[src/rtl/ff_check_pkg.sv]
// Shared types and defaults for the serial flip-flop stream checker.
package ff_check_pkg;

   localparam int unsigned LCG_W = 32;

   localparam logic [LCG_W-1:0] DEF_SEED = 32'd3;
   localparam logic [LCG_W-1:0] DEF_MULT = 32'd7;
   localparam logic [LCG_W-1:0] DEF_DIV  = 32'd11;

   typedef enum logic [1:0] {
      IDLE  = 2'd0,
      PRIME = 2'd1,
      CHECK = 2'd2,
      DONE  = 2'd3
   } chk_state_t;

   // Stimulus bit derived from an LCG value: LSB of the truncated quotient.
   function automatic logic lcg_bit(input logic [LCG_W-1:0] v, input logic [LCG_W-1:0] div);
      logic [LCG_W-1:0] quo;
      quo = v / div;
      return quo[0];
   endfunction

endpackage

[src/rtl/ff_lcg_gen.sv]
// Multiplicative LCG regenerating the flip-flop d stimulus stream.
module ff_lcg_gen
   import ff_check_pkg::*;
#(
   parameter logic [LCG_W-1:0] SEED = DEF_SEED,
   parameter logic [LCG_W-1:0] MULT = DEF_MULT,
   parameter logic [LCG_W-1:0] DIV  = DEF_DIV
)(
   input  logic clk,
   input  logic rst_n,
   input  logic load,
   input  logic advance,
   output logic d_exp
);

   logic [LCG_W-1:0] cnt;
   logic [LCG_W-1:0] cnt_nxt;

   always_comb begin
      cnt_nxt = cnt;
      if (load)
         cnt_nxt = SEED * MULT;
      else if (advance)
         cnt_nxt = cnt * MULT;
   end

   // d_exp only moves with the LCG so it stays 0 until the first load.
   always_ff @(posedge clk or negedge rst_n) begin
      if (!rst_n) begin
         cnt   <= SEED;
         d_exp <= 1'b0;
      end else if (load || advance) begin
         cnt   <= cnt_nxt;
         d_exp <= lcg_bit(cnt_nxt, DIV);
      end
   end

endmodule

[config.mk]
export PLATFORM = sky130hd
export DESIGN_NAME = ff_lcg_gen
export DESIGN_NICKNAME = d
export VERILOG_FILES = /design/src/rtl/ff_check_pkg.sv /design/src/rtl/ff_lcg_gen.sv
export SDC_FILE = /design/constraint.sdc
export NUM_CORES = 1
export LEC_CHECK = 0
export ABC_AREA = 1
export CORE_ASPECT_RATIO = 1.25
export CORE_MARGIN = 2
export CORE_UTILIZATION = 45
export CTS_BUF_LIST = sky130_fd_sc_hd__clkbuf_2 sky130_fd_sc_hd__clkbuf_4 sky130_fd_sc_hd__clkbuf_8
export DETAILED_ROUTE_END_ITERATION = 12
export PLACE_DENSITY_LB_ADDON = 0.1
export SYNTH_ARGS = -nofsm -noshare
export SYNTH_HDL_FRONTEND = slang
export SYNTH_SLANG_ARGS = --single-unit
[constraint.sdc]
create_clock -name clk -period 41.9 [get_ports clk]
set_clock_uncertainty 0.2 [all_clocks]
set_input_delay 8.38 -clock clk [delete_from_list [all_inputs] [get_ports clk]]
set_output_delay 8.38 -clock clk [all_outputs]
set_load 0.01 [all_outputs]
Word level (Yosys, flattened, before mapping)
Cells that the tools add are included.
- flip-flop bits (word level): 33
- bits of input ports: 4
- output and inout port bits: 1
- multipliers: 1
- div/mod/pow operators: 1
- muxes and demuxes: 2
- reduce and logical (&&, ||, !) cells: 1
- operators by type and width (kind ; count):
    $mux 32 ; 2
    $div 32x4->32 const B ; 1
    $mul 32x3->32 const B ; 1
    $logic_or 1x1->1 ; 1

Longest topological paths before layout
- depth after elaboration: 4
- depth in mapped cells: 167
- mapped depth without buffers: 167

Worst setup path after synthesis
OpenSTA, ideal clock, no wires.
- path type: input port to flip-flop
- start point: input port advance
- end point: register d_exp
- arrival time: 20.774 ns
- required time: 41.587 ns
- path slack: 20.813 ns
- cell stages on the path: 140
- buffers on the path: 1
- cells stage by stage: nor2_1 -> clkbuf_1 -> nand2_1 -> nand2_4 -> a21o_2 -> nand2_2 -> a21oi_2 -> o21ai_1 -> nand2_1 -> nand3_2 -> nand2_2 -> nand2_2 -> nand3_1 -> nand2_2 -> nor2_2 -> nor2_4 -> nand2_2 -> nand2_1 -> (+104 left out) -> ha_1 -> inv_1 -> nand3_2 -> nand2_4 -> nand2_4 -> nand2_1 -> nand2_1 -> ha_1 -> inv_1 -> nand3_1 -> a21oi_4 -> nand2_2 -> nand2_2 -> nand2_1 -> nor2_1 -> nand3_1 -> nand2_1 -> inv_1
- longest elaborated chain between the ends: 3
- elaborated cells on any way between the ends: 4
- RTL lines (item ; line ; RTL):
    start: declaration ; ff_lcg_gen.sv:12 ; input logic advance,
    $mux 32 ; ff_lcg_gen.sv:23 ; else if (advance)
    $mux 32 ; ff_lcg_gen.sv:21 ; if (load)
    $div 32x4->32 ; ff_check_pkg.sv:20 ; quo = v / div;
    end signal: assignment ; ff_lcg_gen.sv:34 ; d_exp <= lcg_bit(cnt_nxt, DIV);
    end: declaration ; ff_lcg_gen.sv:13 ; output logic d_exp
Parallel ways exist; a longest one is shown, timed or not.
A chain may end at the register's enable or synchronous reset.

Final worst setup path
- start point: input port load
- end point: register d_exp
- longest elaborated chain between the ends: 2
- elaborated cells on any way between the ends: 3
- RTL lines (item ; line ; RTL):
    start: declaration ; ff_lcg_gen.sv:11 ; input logic load,
    $mux 32 ; ff_lcg_gen.sv:21 ;
    $div 32x4->32 ; ff_check_pkg.sv:20 ;
Parallel ways exist; a longest one is shown, timed or not.

==> flow_summary.yaml <==
outcome:
  status: "finished clean"
layout:
  drive_above_1_share: 0.1554
  fillCellCount: 1775
  final_nets: 1320
  diodes: 0
  layout_common_cells: "383 x nand2_1, 205 x inv_1, 132 x nand3_1"
  final_cells: 1471
  area_growth_pct: 5.649
  final_common_cell: "nand2_1"
drt:
  drtPass1Iterations: 5
  drc: 0
  via_count: 7266
  topRoutingLayerUsed: "met4"
  wl_met2_um: 9416
  drt_iter0_drc: 288
  route.met3.wl_um: 387
  wl_met1_um: 7372
  via_per_inst: 4.939
  finalWirelength_um: 17690
  postRouteAntennaNets: 0
  avgRoutedWirePerCell_um: 12.02
critical_path:
  max_stage_delay_ps: 520
  cp_common_cell: "nand2_2"
  crit_required_ps: 41920
  reg2reg_slack_ps: 25200
  crit_fanout: 18
  slowest_stage: "clkdlybuf4s50_1"
  start_kind: "input pin"
  crit_type: "in2reg"
  worstReg2RegEnd: "d_exp"
  regToRegStartpoint: "cnt[1]"
  crit_path_end_kind: "flop"
  rr_worst_depth: 143
  crit_arrival_ps: 23460
yosys:
  async_reset_ff_frac: 1.000
  synth_edf_count: 0
  synth_top_area_cell: "nand2_1"
  synth_area_um2: 7331
  ys.warnings.count: 0
  synth_cells: 1244
  synth_ff_type: "dfrtp_1"
  ys_types: 40
  ys_seq_area_frac: 0.1130
  yosys_register_bits: 33
  yosys-top-cells-area: "nand2_1 20%, dfrtp_1 11%, inv_1 10%"
  synth_top_cell_area_share: 0.1961
  synth_nets: 1310
  avgSynthCellArea_um2: 5.893
clocking:
  insertion_delay_ps: 320
  postCtsSetupBuffers: 0
  cts_tree: "built"
  ctsHoldBuffers: 0
  cts_resized: 0
  clockBufferDepth: 2
  cts_root_buf: "clkbuf_8"
  numClockSinks: 33
  clkTransAtPathRegs_ps: 80
  h-tree-depth: 2
  numCtsBuffers: 5
floorplan:
  dieArea_um2: 17330
  num_rows: 52
  die_y_um: 146.7
  initial_core_util: 0.4562
  ios: 5
  design.core.area_um2: 16070
  die_w_um: 118.2
timing:
  hold_viol_final: 0
  maxSlewViolCount: 0
  max_slew_margin: 0.4197
  tightest_slew_ps: 870.5
  timing.final.crit_share: 0.5594
  max_freq_ghz: 0.04266
  hold_ws_ps: 358.4
  period_needed_ps: 23440
  rsz0062_at_grt: "no"
  tns_ps: 0
  finalSetupViolCount: 0
min_path:
  holdPathEnd: "d_exp"
  min_path_cells: 3
  hold_path.class: "reg2reg"
  hold_start: "d_exp"
global_route:
  grt_pass1_vias: 7118
  grtUsageTotal: 0.2160
  grt_max_degree: 34
  grt_overflow: 0
  grt_pass1_wl_um: 31370
  antenna_found_initial: 0
place:
  dp_cells: 1463
  place_congestion: 0.8904
  hpwl_um: 14830
  port_buffers: 4
job:
  drv_cap: 0
## through the flow
stage	setup slack, ps	area (um2)	util
after floorplan	20810	7331	-
after global placement	18260	7647	0.4759
after detailed placement	18130	7647	0.4759
after CTS	18400	7745	0.4819
after global routing	16280	7745	0.4819
final	18460	7745	0.4819
## per-layer routing
metal	global-route usage	vias to the layer above
met5	0	-
met4	0.07108	0
met3	0.02523	23
met2	0.4234	76
met1	0.2378	3231
li1	-	3936
## state kept, by name, indices dropped and copies added, names as in the netlist
signal,count
d_exp,1
cnt,32
## worst max-delay path, delay by kind of cell
kind            cells  cell delay (ps)
simple gates      119            11440
xor+xnor            1              240
fa+ha+maj           2              410
buf+inv            11             1570
compound gates      7             1360
## cell usage after synthesis, types with 4 or more instances
| master | instances |
|---|---|
| a21o_1 | 4 |
| a21oi_1 | 50 |
| a32oi_1 | 4 |
| clkbuf_1 | 5 |
| clkinv_1 | 4 |
| dfrtp_1 | 31 |
| fa_1 | 30 |
| ha_1 | 32 |
| inv_1 | 205 |
| inv_2 | 17 |
| nand2_1 | 383 |
| nand2_2 | 93 |
| nand2_4 | 20 |
| nand3_1 | 132 |
| nand3_2 | 25 |
| nand4_1 | 5 |
| nor2_1 | 68 |
| nor2_2 | 8 |
| nor2_4 | 6 |
| o211ai_1 | 7 |
| o21ai_0 | 48 |
| o21ai_1 | 22 |
| xor2_1 | 15 |
## kinds of logic (layout without fill, tap and decap cells)
group | count (synthesis) | after routing | share of synthesized area
flip-flops | 33 | 33 | 0.1130
AO/OA/AOI/OAI | 151 | 151 | 0.1157
buffers and inverters | 231 | 242 | 0.1183
adder cells (fa/ha/maj) | 62 | 62 | 0.1365
AND/OR/NAND/NOR | 749 | 749 | 0.4939
XOR/XNOR | 18 | 18 | 0.02253
## cell type report
| type | count | area [um2] | share of cell area |
|---|---|---|---|
| clock buffer | 8 | 97.59 | 0.01260 |
| inverter | 226 | 848.3 | 0.1095 |
| multi-input combinational | 980 | 5635 | 0.7276 |
| sequential | 33 | 828.3 | 0.1069 |
| tap | 216 | 270.3 | 0.03489 |
| timing repair buffer | 8 | 65.06 | 0.008401 |
## worst max-delay path by stage
stage	from	to	slack, ps	cells past startpoint
detailed placement	load	d_exp	18130	137
CTS	load	d_exp	18400	137
floorplan	advance	d_exp	20810	140
global placement	load	d_exp	18260	137
global route	load	d_exp	16280	148
finish	load	d_exp	18460	140
Power is left out: the tool's default activity adds up to more than one toggle a clock period on the data nets, which glitch-free logic cannot reach.
